**src/rtl/nibble_serial_cmp_ctrl_pkg.sv**
```systemverilog
// Shared types and constants for the nibble-serial magnitude comparator.
// Result one-hot encoding is {y2,y1,y0} = {lt,eq,gt}.
package cmp_pkg;

  localparam int unsigned NIB_W = 4;

  typedef enum logic [1:0] {
    IDLE,
    CMP,
    DONE
  } state_t;

  localparam logic [2:0] RES_GT = 3'b001;
  localparam logic [2:0] RES_EQ = 3'b010;
  localparam logic [2:0] RES_LT = 3'b100;

  // One-hot outcome of a single nibble compare, laid out like {y2,y1,y0}
  typedef struct packed {
    logic lt;
    logic eq;
    logic gt;
  } slice_res_t;

endpackage

```
**src/rtl/nibble_serial_cmp_ctrl_if.sv**
```systemverilog
// Operand/result handshake bundle for nibble_serial_cmp_ctrl.
// slave: the controller; master: the producer/consumer side.
interface nibble_serial_cmp_ctrl_if #(
  parameter int unsigned WIDTH = 16
);
  localparam int unsigned CW = $clog2(WIDTH / 4 + 1);

  logic             start_valid;
  logic             start_ready;
  logic [WIDTH-1:0] a;
  logic [WIDTH-1:0] b;
  logic             res_valid;
  logic             res_ready;
  logic             y0;
  logic             y1;
  logic             y2;
  logic [CW-1:0]    cyc_cnt;

  modport master (
    output start_valid, a, b, res_ready,
    input  start_ready, res_valid, y0, y1, y2, cyc_cnt
  );

  modport slave (
    input  start_valid, a, b, res_ready,
    output start_ready, res_valid, y0, y1, y2, cyc_cnt
  );

endinterface

```
**src/rtl/nibble_serial_cmp_ctrl_slice.sv**
```systemverilog
// Combinational 4-bit unsigned magnitude compare; the only compare hardware
// in the controller. Output is one-hot {lt,eq,gt}.
module nibble_cmp_slice
  import cmp_pkg::*;
(
  input  logic [NIB_W-1:0] a,
  input  logic [NIB_W-1:0] b,
  output slice_res_t       res_c
);

  always_comb begin
    res_c    = '0;
    res_c.gt = (a > b);
    res_c.eq = (a == b);
    res_c.lt = (a < b);
  end

endmodule

```
**src/rtl/nibble_serial_cmp_ctrl.sv**
```systemverilog
// Serial WIDTH-bit unsigned comparator walking one nibble per cycle, MSB first.
// Build option: define CMP_EARLY_EXIT_EN to leave CMP on the first differing nibble.
module nibble_serial_cmp_ctrl
  import cmp_pkg::*;
#(
  parameter int unsigned WIDTH = 16
) (
  input logic                    clk,
  input logic                    rst,
  nibble_serial_cmp_ctrl_if.slave bus
);

  localparam int unsigned NIB = WIDTH / NIB_W;
  localparam int unsigned CW  = $clog2(NIB + 1);
  localparam int unsigned IW  = (NIB > 1) ? $clog2(NIB) : 1;

  state_t           state;
  logic [WIDTH-1:0] a_r;
  logic [WIDTH-1:0] b_r;
  logic [IW-1:0]    idx;
  logic             sticky_gt;
  logic             sticky_lt;
  logic             res_valid;
  logic             y0;
  logic             y1;
  logic             y2;
  logic [CW-1:0]    cyc_cnt;

  slice_res_t slice_c;
  logic       decided_c;
  logic       gt_now_c;
  logic       eq_now_c;
  logic       lt_now_c;
  logic       last_c;

  nibble_cmp_slice u_slice (
    .a     (a_r[NIB_W*int'(idx) +: NIB_W]),
    .b     (b_r[NIB_W*int'(idx) +: NIB_W]),
    .res_c (slice_c)
  );

  // Sticky merge: the first differing nibble owns the result
  always_comb begin
    decided_c = sticky_gt | sticky_lt;
    gt_now_c  = sticky_gt | (~decided_c & slice_c.gt);
    lt_now_c  = sticky_lt | (~decided_c & slice_c.lt);
    eq_now_c  = ~decided_c & slice_c.eq;
`ifdef CMP_EARLY_EXIT_EN
    last_c    = (idx == '0) | ~slice_c.eq;
`else
    last_c    = (idx == '0);
`endif
  end

  assign bus.start_ready = (state == IDLE) && !rst;
  assign bus.res_valid   = res_valid;
  assign bus.y0          = y0;
  assign bus.y1          = y1;
  assign bus.y2          = y2;
  assign bus.cyc_cnt     = cyc_cnt;

  always_ff @(posedge clk) begin
    if (rst) begin
      state     <= IDLE;
      a_r       <= '0;
      b_r       <= '0;
      idx       <= IW'(NIB - 1);
      sticky_gt <= 1'b0;
      sticky_lt <= 1'b0;
      res_valid <= 1'b0;
      y0        <= 1'b0;
      y1        <= 1'b0;
      y2        <= 1'b0;
      cyc_cnt   <= '0;
    end else begin
      case (state)
        IDLE: begin
          if (bus.start_valid) begin
            a_r       <= bus.a;
            b_r       <= bus.b;
            idx       <= IW'(NIB - 1);
            sticky_gt <= 1'b0;
            sticky_lt <= 1'b0;
            y0        <= 1'b0;
            y1        <= 1'b0;
            y2        <= 1'b0;
            cyc_cnt   <= '0;
            state     <= CMP;
          end
        end
        CMP: begin
          cyc_cnt   <= cyc_cnt + CW'(1);
          sticky_gt <= gt_now_c;
          sticky_lt <= lt_now_c;
          if (last_c) begin
            y0        <= gt_now_c;
            y1        <= eq_now_c;
            y2        <= lt_now_c;
            res_valid <= 1'b1;
            state     <= DONE;
          end else begin
            idx <= idx - IW'(1);
          end
        end
        DONE: begin
          // Result held until the consumer takes it
          if (bus.res_ready) begin
            res_valid <= 1'b0;
            state     <= IDLE;
          end
        end
        default: state <= IDLE;
      endcase
    end
  end

endmodule

```
**src/flat_wrapper.sv**
```systemverilog
// flat-port wrapper written by rule: the top's interface ports become plain ports
module nibble_serial_cmp_ctrl_flat import cmp_pkg::*;
#(
  parameter int unsigned WIDTH = 16
)
  (clk, rst, bus_start_valid, bus_a, bus_b, bus_res_ready, bus_start_ready, bus_res_valid, bus_y0, bus_y1, bus_y2, bus_cyc_cnt);
  nibble_serial_cmp_ctrl_if #(.WIDTH(WIDTH)) bus_i ();
  input logic clk;
  input logic rst;
  input wire logic [$bits(bus_i.start_valid)-1:0] bus_start_valid;
  input wire logic [$bits(bus_i.a)-1:0] bus_a;
  input wire logic [$bits(bus_i.b)-1:0] bus_b;
  input wire logic [$bits(bus_i.res_ready)-1:0] bus_res_ready;
  output wire logic [$bits(bus_i.start_ready)-1:0] bus_start_ready;
  output wire logic [$bits(bus_i.res_valid)-1:0] bus_res_valid;
  output wire logic [$bits(bus_i.y0)-1:0] bus_y0;
  output wire logic [$bits(bus_i.y1)-1:0] bus_y1;
  output wire logic [$bits(bus_i.y2)-1:0] bus_y2;
  output wire logic [$bits(bus_i.cyc_cnt)-1:0] bus_cyc_cnt;
  assign bus_i.start_valid = bus_start_valid;
  assign bus_i.a = bus_a;
  assign bus_i.b = bus_b;
  assign bus_i.res_ready = bus_res_ready;
  assign bus_start_ready = bus_i.start_ready;
  assign bus_res_valid = bus_i.res_valid;
  assign bus_y0 = bus_i.y0;
  assign bus_y1 = bus_i.y1;
  assign bus_y2 = bus_i.y2;
  assign bus_cyc_cnt = bus_i.cyc_cnt;
  nibble_serial_cmp_ctrl #(.WIDTH(WIDTH)) u_core (.clk(clk), .rst(rst), .bus(bus_i));
endmodule
```
**config.mk**
```make
export PLATFORM = sky130hd
export DESIGN_NAME = nibble_serial_cmp_ctrl_flat
export DESIGN_NICKNAME = d
export VERILOG_FILES = /design/src/rtl/nibble_serial_cmp_ctrl_pkg.sv /design/src/rtl/nibble_serial_cmp_ctrl_if.sv /design/src/rtl/nibble_serial_cmp_ctrl_slice.sv /design/src/rtl/nibble_serial_cmp_ctrl.sv /design/src/flat_wrapper.sv
export SDC_FILE = /design/constraint.sdc
export NUM_CORES = 1
export LEC_CHECK = 0
export BUFFER_PORTS_ARGS = -buffer_cell sky130_fd_sc_hd__buf_2
export CELL_PAD_IN_SITES_DETAIL_PLACEMENT = 0
export CELL_PAD_IN_SITES_GLOBAL_PLACEMENT = 1
export CORE_ASPECT_RATIO = 0.8
export CORE_UTILIZATION = 39
export CTS_CLUSTER_SIZE = 28
export DETAILED_ROUTE_END_ITERATION = 8
export GPL_TIMING_DRIVEN = 1
export PLACE_DENSITY_LB_ADDON = 0.2
export SYNTH_ARGS = -nofsm -noshare
export SYNTH_HDL_FRONTEND = slang
export SYNTH_SLANG_ARGS = --single-unit
```
**constraint.sdc**
```tcl
create_clock -name clk -period 2.81 [get_ports clk]
set_input_delay 0.562 -clock clk [delete_from_list [all_inputs] [get_ports clk]]
set_output_delay 0.562 -clock clk [all_outputs]
set_load 0.02 [all_outputs]
```
### Word level (Yosys, flattened, before mapping)

Index checks and enable logic that the tools add are counted.

* register bits after elaboration: 45
* input bits: 36
* output and inout bits: 8
* word-level logic and storage cells: 64

* $add $sub $neg: 2
* $lt $le $gt $ge: 2
* equality and inequality tests: 7
* shift operators: 2
* mux-type cells: 21
* bitwise gates (word level): 7
* reductions and logical operators: 12

Operators by type and width (count)
* indexed part select 16 x 5 -> 4 bit: 2
* case mux 1 bit (2 select lines): 6
* AND reduction 3 bit: 4
* two-way mux 2 bit: 5
* two-way mux 1 bit: 6
* != test 2 bit, second input constant: 3
* case mux 2 bit (3 select lines): 1
* case mux 3 bit (2 select lines): 1
* == test 4 bit: 1
* > comparator 4 bit: 1
* zero test 2 bit: 2
* < comparator 4 bit: 1
* case mux 2 bit (2 select lines): 1
* AND reduction 2 bit: 2
* nonzero test 2 bit: 2
* adder 3 x 1 -> 3 bit, second input constant: 1
* bitwise AND 1 bit: 3
* two-way mux 3 bit: 1
* bitwise OR 1 bit: 3
* == test 2 x 1 -> 1 bit, second input constant: 1
* == test 2 bit, second input constant: 1
* != test 2 x 1 -> 1 bit, second input constant: 1
* subtractor 2 x 1 -> 2 bit, second input constant: 1
* logical AND 1 bit: 1
* other kinds (2): 2

### Longest topological paths before layout

Gate-level depths: netlist of run 1.

* depth after elaboration: 6
* gate-level depth with buffers: 8
* mapped depth without buffers: 7

### By module

A second synthesis of run 1 with hierarchy kept.

* cell total of the unflattened synthesis: 235
* area, all modules: 2052.0 µm²

By module, submodules not included
* nibble_serial_cmp_ctrl: instances 1, cells an instance 219, area an instance 1923.1 µm², sequential area each 900.9 µm²
* nibble_cmp_slice: instances 1, cells an instance 16, area an instance 128.9 µm², sequential area each 0.0 µm²

### Least setup slack after synthesis of run 1

Ideal clock, no wire load.

* kind: flip-flop to flip-flop
* from: register u_core.idx[0]
* to: register u_core.y0 (netlist: u_core.bus.y0)
* library setup time: 86 ps
* arrival: 2120 ps
* data required time: 2724 ps
* slack: 605 ps
* stages on the path, launching flop included: 8
* path buffers: 1
* clock period less this slack: 2205 ps
* cells stage by stage: dfxtp_1 -> buf_2 -> mux4_2 -> ha_1 -> nor2b_1 -> o211ai_1 -> a211o_1 -> a211oi_1

* cells in the longest elaborated chain, start to end: 6
* elaborated cells on any way between the ends: 10
* those cells by class: order compare (1); eq/ne (1); shift (2); mux (2); bitwise (2); reduce/logical (2)

Ends and longest elaborated chain
* start: declaration: RTL line nibble_serial_cmp_ctrl.sv:20 `logic [IW-1:0] idx;`
* start signal: assignment: RTL line nibble_serial_cmp_ctrl.sv:67 `idx <= IW'(NIB - 1);`
* start signal: assignment: RTL line nibble_serial_cmp_ctrl.sv:81 `idx <= IW'(NIB - 1);`
* start signal: assignment: RTL line nibble_serial_cmp_ctrl.sv:102 `idx <= idx - IW'(1);`
* indexed part select 16 x 5 -> 4 bit (on tied branches): RTL line nibble_serial_cmp_ctrl.sv:37, nibble_serial_cmp_ctrl.sv:38
* > comparator 4 bit: RTL line nibble_serial_cmp_ctrl_slice.sv:13 `res_c.gt = (a > b);`
* bitwise AND 1 bit: RTL line nibble_serial_cmp_ctrl.sv:45 `gt_now_c = sticky_gt | (~decided_c & slice_c.gt);`
* bitwise OR 1 bit: RTL line nibble_serial_cmp_ctrl.sv:45
* two-way mux 1 bit: RTL line nibble_serial_cmp_ctrl.sv:95 `if (last_c) begin`
* case mux 1 bit (2 select lines): RTL line nibble_serial_cmp_ctrl.sv:76 `case (state)`
* end signal: assignment: RTL line nibble_serial_cmp_ctrl.sv:96 `y0 <= gt_now_c;`
* end: declaration: RTL line nibble_serial_cmp_ctrl.sv:24 `logic y0;`

Several ways; a longest one is shown, not always the timed one. The select of a mux whose other input is x is not followed.
A chain may end at the register's enable or synchronous reset.

### Final worst setup path of run 1

Ends and elaborated chain as after synthesis.

==> run metrics, run 1 <==
die area 5310 sq um; gr ovfl total 0; clk root buf clkbuf_8; Resize count post-CTS 0; HPWL Detailed 2.68 mm; Multi-input gate area 952 sq um; Hold Fails Final Rpt 0; Storage cell area 901 sq um; run status completed; YS warnings 0; # rows 22; clock-pin slew on the worst setup and hold paths 0.09 ns; CTS H-tree lvls 2; layout cells sized above 1 0.224; Antenna Violating Nets Remaining 0; # nets final 313; Avg Cell Area, Syn 8.40 sq um; Post-CTS Hold Buffers 0; gpl congestion 0.766; TritonCTS Sinks 45; Worst setup EP type register; CORE AREA 4710 sq um; RSZ-0062 raised after global routing no; Syn Std Cell Area 1960 sq um; via count 1,598; # port buffers 43; Clk Latency, worst-skew pair 0.30 ns; final WL 4.01 mm; 1st-pass router iterations 4; Crit Path Category register to register; Die W 81.2 um; Residual DRC 0; FILL cells 491; worst relative slew slack 0.348; skew final 0.00651 ns; worst-path fanout max 11; Power Dens Cells 565 nW/um^2; Longest Clk Path Bufs 2; final setup fails 0; wire length of the first global-routing pass 6.62 mm; max-cap viol count 0; via-per-instance ratio 4.81; Unique masters post-synth 27; CTS Buf Count 5; number of global-route vias before repair 1,399; post-CTS setup buffer count 0; sequential area share after synthesis 0.460; net count after synthesis 275; Final Critical Period 2.50 ns; WL per Instance 12.1 um; diode count 0; GRT Util Overall 0.165; CTS tree yes; Final Power 1.29 mW; Leak 0.970 nW; Arrival @ worst endpoint 2.71 ns; Syn Inst Count 233; initial antenna violation count 0; total of flip-flops plus latches after synthesis 45; Pins Over Slew Limit 0; Period Utilization, post-route 0.889; Die Y 65.4 um; Setup crit start kind register; largest net degree at the start of global routing 47; Required @ worst endpoint 3.02 ns; TNS Setup 0 ns; Worst Tran Pin Value 0.977 ns; IO Pins 44; effective utilization at floorplan 0.416; f_max 400 MHz; First DRT Iteration DRCs 66; worst hold path class register to register; worst vdd ir 0.000234 V; area delta synth->final 16.4%
final cells by class:
class                   count  share of cell area
flip-flops and latches     45               0.395
clock inverters             2             0.00439
inverters                   8              0.0132
clock buffers               6              0.0319
repair buffers             46               0.104
multi-input cells         165               0.418
well taps                  60              0.0329
cells in the final DEF, fill, tap and decap left out, types with 2 or more instances in the layout:
master    instances
a21o_1            2
buf_2            43
inv_1             8
a211oi_1          2
clkbuf_8          5
dfxtp_1          45
clkinv_2          2
mux4_2            8
ha_1              6
or3_1             2
a21oi_1          41
nor2_1           13
buf_4             3
nand3_1           2
nand2b_1          4
nand2_1          72
nor3_1            2
kinds of logic (layout without fill, tap and decap cells):
kind of cell	Yosys count	after routing	share of synthesized area
simple gates	100	100	0.209
compound gates	49	49	0.137
flops	45	45	0.460
buf+inv	23	62	0.0531
mux	9	9	0.0972
fa+ha+maj	6	6	0.0384
xor+xnor	1	1	0.00448
cell usage after synthesis, drive strengths merged:
cell type / count / area, sq um
mux4: 8 / 180
xor2: 1 / 8.76
nor2: 13 / 48.8
a211o: 1 / 8.76
ha: 6 / 75.1
o211ai: 1 / 7.51
or3: 2 / 12.5
dfxtp: 45 / 901
nand2: 72 / 270
buf: 9 / 51.3
nand4: 1 / 6.26
nor4: 1 / 6.26
a211oi: 2 / 15.0
and2: 1 / 6.26
and2b: 1 / 7.51
o32ai: 1 / 8.76
a21oi: 41 / 205
a32oi: 1 / 8.76
nand2b: 4 / 25.0
mux2i: 1 / 10.0
inv: 8 / 30.0
nor2b: 1 / 6.26
nand3: 2 / 10.0
nor3: 2 / 10.0
a21o: 2 / 15.0
clkbuf: 6 / 22.5
worst paths after layout:
path,startpoint,endpoint,slack (ns),depth (start not counted)
worst max-delay path,u_core.idx[0],u_core.bus.y0,0.31,6
worst min register to register,u_core.a_r[7],u_core.a_r[7],0.46,2
worst max register to register,u_core.idx[0],u_core.bus.y0,0.31,6
worst min-delay path,u_core.a_r[7],u_core.a_r[7],0.46,2
metrics by stage:
| step | hold slack (ns) | std cells | setup slack [ns] | util | cell area (sq um) |
|---|---|---|---|---|---|
| after floorplan | 0.433 | 233 | 0.605 | - | 1960 |
| after global placement | 0.444 | 324 | 0.404 | 0.467 | 2200 |
| after detailed placement | 0.447 | 324 | 0.300 | 0.467 | 2200 |
| after CTS | 0.459 | 332 | 0.290 | 0.484 | 2280 |
| after global routing | 0.475 | 332 | 0.154 | 0.484 | 2280 |
| final | 0.458 | 332 | 0.312 | 0.484 | 2280 |
critical path: stages (launching register included):
cell,delay [ns]
dfxtp_1,0.73
mux4_2,0.58
ha_1,0.30
nor2b_1,0.12
o211ai_1,0.14
a211o_1,0.34
a211oi_1,0.22
sequential cells by signal, indices dropped and copies added (netlist names), 2 cells and up:
| name | flops |
|---|---|
| u_core.a_r | 16 |
| u_core.bus.cyc_cnt | 3 |
| u_core.idx | 2 |
| u_core.state | 2 |
| u_core.b_r | 16 |
layer usage:
metal  up-vias  track usage  part of all wire
li1        856            -                 -
met5         -            0                 0
met3         6       0.0417             0.037
met2        28        0.232              0.41
met4         0       0.0670             0.012
met1       708        0.238              0.54
where the power goes:
part	internal, mW	switching, mW
clock	0.172	0.209
sequential	0.676	0.0299
combinational	0.0921	0.108
total	0.940	0.347
Note: power is estimated with default switching activity, not from simulation.
==> run 2, diff against run 1 <==
--- a/config.mk
+++ b/config.mk
@@ -14,5 +14,6 @@
 export DETAILED_ROUTE_END_ITERATION = 8
 export GPL_TIMING_DRIVEN = 1
-export PLACE_DENSITY_LB_ADDON = 0.2
+export HOLD_SLACK_MARGIN = 0.1
+export PLACE_DENSITY = 0.86
 export SYNTH_ARGS = -nofsm -noshare
 export SYNTH_HDL_FRONTEND = slang
==> constraint.sdc (replaced) <==
create_clock -name clk -period 2.81 [get_ports clk]
set_input_delay 0.281 -clock clk [delete_from_list [all_inputs] [get_ports clk]]
set_output_delay 0.281 -clock clk [all_outputs]
set_load 0.02 [all_outputs]
==> run 2 against run 1 <==
Compared with the run above:
- design area fell by 0.33%
- via count is 1.8% higher
- worst hold slack lost 0.24 ns
- die area unchanged
- setup slack better by 0.039 ns
==> run metrics, run 2 (same netlist as run 1, synthesis figures left out) <==
worst path cell trace mux4_2 > ha_1 > nor2b_1 > o211ai_1 > a211o_1 > a211oi_1 (unchanged); Hold Fails Final Rpt 0 (unchanged); Antenna Violating Nets Remaining 0 (unchanged); Residual DRC 0 (unchanged); CTS H-tree lvls 2 (unchanged); Buf+Inv Stages, Crit Path 0 (unchanged); CTS tree yes (unchanged); Power Dens Cells 566 nW/um^2 (was 565 nW/um^2); skew final 0.00411 ns (was 0.00651 ns); worst-path fanout max 11 (unchanged); # rows 22 (unchanged); layout cells sized above 1 0.221 (was 0.224); r2r worst-path depth 6 (unchanged); effective utilization at floorplan 0.416 (unchanged); f_max 407 MHz (was 400 MHz); CORE AREA 4710 sq um (unchanged); TNS Setup 0 ns (unchanged); commonest non-fill, non-tap cell in the layout nand2_1 (unchanged); CP max stage cell dfxtp_1 (unchanged); RSZ-0062 raised after global routing no (unchanged); Setup crit start kind register (unchanged); Worst setup EP type register (unchanged); Die Y 65.4 um (unchanged); gr ovfl total 0 (unchanged); Post-CTS Hold Buffers 0 (unchanged); GRT Util Overall 0.167 (was 0.165); run status completed (unchanged); most frequent cells in the layout nand2_1, dfxtp_1, buf_2 (unchanged); Clk Latency, worst-skew pair 0.29 ns (was 0.30 ns); delay-heaviest family, CP flip-flops (unchanged); diode count 0 (unchanged); Pins Over Slew Limit 0 (unchanged); fin util 0.482 (was 0.484); wire length of the first global-routing pass 6.62 mm (about the same); top flop regs u_core.a_r (16), u_core.b_r (16), u_core.bus.cyc_cnt (3) (unchanged); number of global-route vias before repair 1,433 (was 1,399); clk root buf clkbuf_8 (unchanged); largest net degree at the start of global routing 37 (was 47); Required @ worst endpoint 3.03 ns (was 3.02 ns); Die W 81.2 um (unchanged); # nets final 312 (was 313); Period Utilization, post-route 0.875 (was 0.889); via count 1,626 (was 1,598); worst hold path class primary input to register (was register to register); Crit Path Category register to register (unchanged); met2 usage 0.262 (was 0.232); die area 5310 sq um (unchanged); First DRT Iteration DRCs 64 (was 66); IO Pins 44 (unchanged); gpl congestion 0.784 (was 0.766); worst relative slew slack 0.204 (was 0.348); Worst Tran Pin Value 1.19 ns (was 0.977 ns); TritonCTS Sinks 45 (unchanged); # port buffers 43 (unchanged); via-per-instance ratio 4.91 (was 4.81); WL per Instance 11.7 um (was 12.1 um); worst vdd ir 0.000260 V (was 0.000234 V); Resize count post-CTS 0 (unchanged); Critical Path Stages 6 (unchanged); HPWL Detailed 2.74 mm (was 2.68 mm); Leak 0.965 nW (was 0.970 nW); Hold Path Cell Cnt 3 (was 2); grt met3 use 0.0417 (unchanged); Setup WS pre-CTS 0.306 ns (was 0.300 ns); final WL 3.86 mm (was 4.01 mm); post-CTS setup buffer count 0 (unchanged); Arrival @ worst endpoint 2.67 ns (was 2.71 ns); area delta synth->final 16.0% (was 16.4%); final setup fails 0 (unchanged); CTS Buf Count 5 (unchanged); slowest stage delay, CP 0.70 ns (was 0.73 ns); Final Critical Period 2.46 ns (was 2.50 ns); initial antenna violation count 0 (unchanged); clock-pin slew on the worst setup and hold paths 0.08 ns (was 0.09 ns); max-cap viol count 0 (unchanged); GR met1 Demand/Resource 0.217 (was 0.238); most used routing layer met2 (was met1); Setup WS post-layout 0.352 ns (was 0.312 ns); Longest Clk Path Bufs 2 (unchanged); 1st-pass router iterations 4 (unchanged)
run 2: report_power, final:
group          total, mW  switching (mW)  internal [mW]
registers          0.705          0.0289          0.676
logic              0.199           0.108         0.0910
clock network      0.381           0.208          0.172
total               1.28           0.345          0.939
run 2: worst register-to-register path, cell delays in order (launching register included):
cell      delay, ns
dfxtp_1        0.70
mux4_2         0.58
ha_1           0.30
nor2b_1        0.13
o211ai_1       0.13
a211o_1        0.33
a211oi_1       0.22
run 2: final cells by class:
cell class,instances,area (sq um)
Multi-Input combinational cell,165,952
Inverter,8,30.0
Sequential cell,45,901
Clock inverter,2,10.0
Fill cell,482,2440
Clock buffer,6,72.6
Tap cell,60,75.1
Timing Repair Buffer,45,230
run 2: stage by stage:
step | total power [mW] | hold slack, ns | area (sq um) | instances
after floorplan | 0.862 | 0.417 | 1960 | 233
after global placement | 0.916 | 0.441 | 2190 | 323
after detailed placement | 0.922 | 0.449 | 2190 | 323
after CTS | 1.30 | 0.206 | 2270 | 331
after global routing | 1.36 | 0.207 | 2270 | 331
final | 1.28 | 0.216 | 2270 | 331
run 2: metal layers:
metal | share of wire | up-vias
li1 | - | 851
met1 | 0.49 | 737
met2 | 0.45 | 32
met3 | 0.044 | 6
met4 | 0.014 | 0
met5 | 0 | -
run 2: final timing paths:
| check | slack (ns) | to | from |
|---|---|---|---|
| max | 0.35 | u_core.bus.y0 | u_core.idx[0] |
| min | 0.22 | u_core.b_r[6] | bus_b[6] |
| max reg2reg | 0.35 | u_core.bus.y0 | u_core.idx[0] |
| min reg2reg | 0.46 | u_core.b_r[6] | u_core.b_r[6] |
==> run 3, diff against run 2 <==
Settings changed: ABC_AREA from default to 1, CORE_UTILIZATION 39 to 38.
==> run 3 against run 2 <==
Compared with the run above:
- utilization decreased by 2.0 points
- global-route usage rose by 0.096 points
- final cell count up 13%
- clock-buffer cell count did not move
- combinational power grew 51%
- non-clock buffer count fell by 1
- register-to-register slack better by 0.38 ns
- clock skew grew 0.0041 ns
- clock power up 27%
- synthesized area increased by 3.4%
- wire length is 15% higher
==> run metrics, run 3 <==
Syn Std Cell Area 2020 sq um (was 1960 sq um); post-CTS setup buffer count 0 (unchanged); CTS tree yes (unchanged); flop-to-flop setup slack 0.73 ns (was 0.35 ns); clock-pin slew on the worst setup and hold paths 0.09 ns (was 0.08 ns); YS warnings 0 (unchanged); largest cells by area after synthesis dfxtp_1, nor2_1, o21ai_0 (was dfxtp_1, nand2_1, a21oi_1); Residual DRC 0 (unchanged); worst-path fanout max 19 (was 11); Worst R2R Start u_core.idx[0] (unchanged); top cells by count, synth nor2_1, dfxtp_1, o21ai_0 (was nand2_1, dfxtp_1, a21oi_1); Period Utilization, post-route 0.740 (was 0.875); count leader, synth nor2_1 (was nand2_1); via count 1,816 (was 1,626); Clk Latency, worst-skew pair 0.29 ns (about the same); total of flip-flops plus latches after synthesis 45 (unchanged); Yosys top cell by area dfxtp_1 (unchanged); post-route non-filler standard cell count 373 (was 331); max-cap viol count 0 (unchanged); IO Pins 44 (unchanged); net count after synthesis 316 (was 275); Syn Inst Count 274 (was 233); WL per Instance 11.9 um (was 11.7 um); met3 WL post-DR 219 um (was 169 um); worst relative slew slack 0.580 (was 0.204); run status completed (unchanged); Worst Tran Pin Value 0.630 ns (was 1.19 ns); wire length of the first global-routing pass 7.43 mm (was 6.62 mm); skew final 0.00825 ns (was 0.00411 ns); Longest Clk Path Bufs 2 (unchanged); largest net degree at the start of global routing 38 (was 37); Critical path origin u_core.idx[0] (unchanged); Die W 83.6 um (was 81.2 um); uppermost layer routed met4 (unchanged); First DRT Iteration DRCs 112 (was 64); r2r worst-path depth 9 (was 6); Setup crit end u_core.sticky_gt (was u_core.bus.y0); RR Endpoint u_core.sticky_gt (was u_core.bus.y0); worst hold path class primary input to register (unchanged); initial antenna violation count 0 (unchanged); final setup fails 0 (unchanged); area delta synth->final 15.8% (was 16.0%); Avg Cell Area, Syn 7.38 sq um (was 8.40 sq um); prevailing post-synth register cell dfxtp_1 (unchanged); Required @ worst endpoint 2.99 ns (was 3.03 ns); Final Critical Period 2.08 ns (was 2.46 ns); sequential area share after synthesis 0.445 (was 0.460); diode count 0 (unchanged); 1st-pass router iterations 4 (unchanged); top flop regs u_core.a_r (16), u_core.b_r (16), u_core.bus.cyc_cnt (3) (unchanged); Hold Fails Final Rpt 0 (unchanged); Hold Path Cell Cnt 3 (unchanged); Placed Instances 365 (was 323); Arrival @ worst endpoint 2.26 ns (was 2.67 ns); share of the synthesized area in the top cell type 0.445 (was 0.460); number of global-route vias before repair 1,626 (was 1,433); Post-synth EDFFs 0 (unchanged); gr ovfl total 0 (unchanged); Crit Path Category register to register (unchanged); TNS Setup 0 ns (unchanged); most frequent cells in the layout nor2_1, dfxtp_1, buf_2 (was nand2_1, dfxtp_1, buf_2); TritonCTS Sinks 45 (unchanged); gpl congestion 0.776 (was 0.784); Setup crit start kind register (unchanged); die area 5620 sq um (was 5310 sq um); Worst setup EP type register (unchanged); effective utilization at floorplan 0.399 (was 0.416); GRT Util Overall 0.168 (was 0.167); clk root buf clkbuf_8 (unchanged); commonest non-fill, non-tap cell in the layout nor2_1 (was nand2_1); Antenna Violating Nets Remaining 0 (unchanged); FILL cells 530 (was 482); Power Dens Cells 647 nW/um^2 (was 566 nW/um^2); via-per-instance ratio 4.87 (was 4.91); HPWL Detailed 3.11 mm (was 2.74 mm); Unique masters post-synth 26 (was 27); wl on met1 2.45 mm (was 1.90 mm); DR WL met2 1.76 mm (was 1.74 mm); layout cells sized above 1 0.206 (was 0.221); Leak 1.04 nW (was 0.965 nW); worst vdd ir 0.000246 V (was 0.000260 V); f_max 481 MHz (was 407 MHz); CTS Buf Count 5 (unchanged); # rows 23 (was 22); Async SR Flop Fraction 0 (unchanged); CTS H-tree lvls 2 (unchanged); # nets final 352 (was 312); RSZ-0062 raised after global routing no (unchanged); CORE AREA 5060 sq um (was 4710 sq um); Post-CTS Hold Buffers 0 (unchanged); Resize count post-CTS 0 (unchanged); Pins Over Slew Limit 0 (unchanged); final WL 4.45 mm (was 3.86 mm); Die Y 67.3 um (was 65.4 um); # port buffers 43 (unchanged)
run 3: changes by cell type after synthesis, sizes merged, moves of 6 or more:
cell   before  now
nor2       13   76
o21ai       0   45
nand3       2    8
a21oi      41   15
mux4        8    0
inv         8   15
nand2      72   37
run 3: where the power goes:
part | internal [mW] | switching [mW] | leakage (nW)
combinational | 0.119 | 0.181 | 0.615
clock | 0.267 | 0.215 | 0.0554
sequential | 0.692 | 0.0431 | 0.372
run 3: layout make-up:
class	instances	area, sq um	share of cell area
timing repair buffer	44	223	0.0950
tap	62	77.6	0.0331
sequential	45	901	0.384
clock buffer	6	72.6	0.0310
multi-input combinational	198	961	0.410
clock inverter	2	38.8	0.0166
inverter	16	70.1	0.0299
run 3: cell families (layout without fill, tap and decap cells):
group                    Yosys count  after routing  synth area share
AND/OR/NAND/NOR                  123            123             0.252
AO/OA/AOI/OAI                     69             69             0.186
flip-flops                        45             45             0.445
buffers and inverters             31             68            0.0798
adder cells (fa/ha/maj)            6              6            0.0371
run 3: worst min path at each step:
stage                    startpoint              endpoint  slack [ns]
2_1_floorplan             bus_a[10]        u_core.a_r[10]        0.44
3_3_place_gp   u_core.bus.res_valid  u_core.bus.res_valid        0.45
3_5_place_dp   u_core.bus.res_valid  u_core.bus.res_valid        0.45
4_1_cts                   bus_a[11]        u_core.a_r[11]        0.22
5_1_grt                   bus_a[12]        u_core.a_r[12]        0.24
6_report                  bus_a[11]        u_core.a_r[11]        0.22
run 3: critical path: stages (launching register included):
cell and delay [ns]:
dfxtp_1 0.73, inv_4 0.18, o21ai_1 0.17, o22ai_1 0.10, ha_1 0.30, nand2_1 0.08
o21ai_0 0.16, nand2_1 0.07, nand3_1 0.09, a21oi_1 0.07
run 3: per-stage QoR:
step / hold WS [ns] / instance area [sq um] / util / worst slack, ns / power [mW]
3_5_place_dp: 0.452 / 2230 / 0.441 / 0.738 / 1.05
6_report: 0.225 / 2340 / 0.463 / 0.731 / 1.52
4_1_cts: 0.222 / 2340 / 0.463 / 0.717 / 1.53
5_1_grt: 0.240 / 2340 / 0.463 / 0.517 / 1.62
2_1_floorplan: 0.445 / 2020 / - / 1.14 / 0.976
3_3_place_gp: 0.447 / 2230 / 0.441 / 0.820 / 1.05
run 3: per-layer routing:
metal,vias up,track usage
met5,-,0
met4,0,0.0572
met3,3,0.0379
met2,42,0.245
met1,803,0.244
li1,968,-
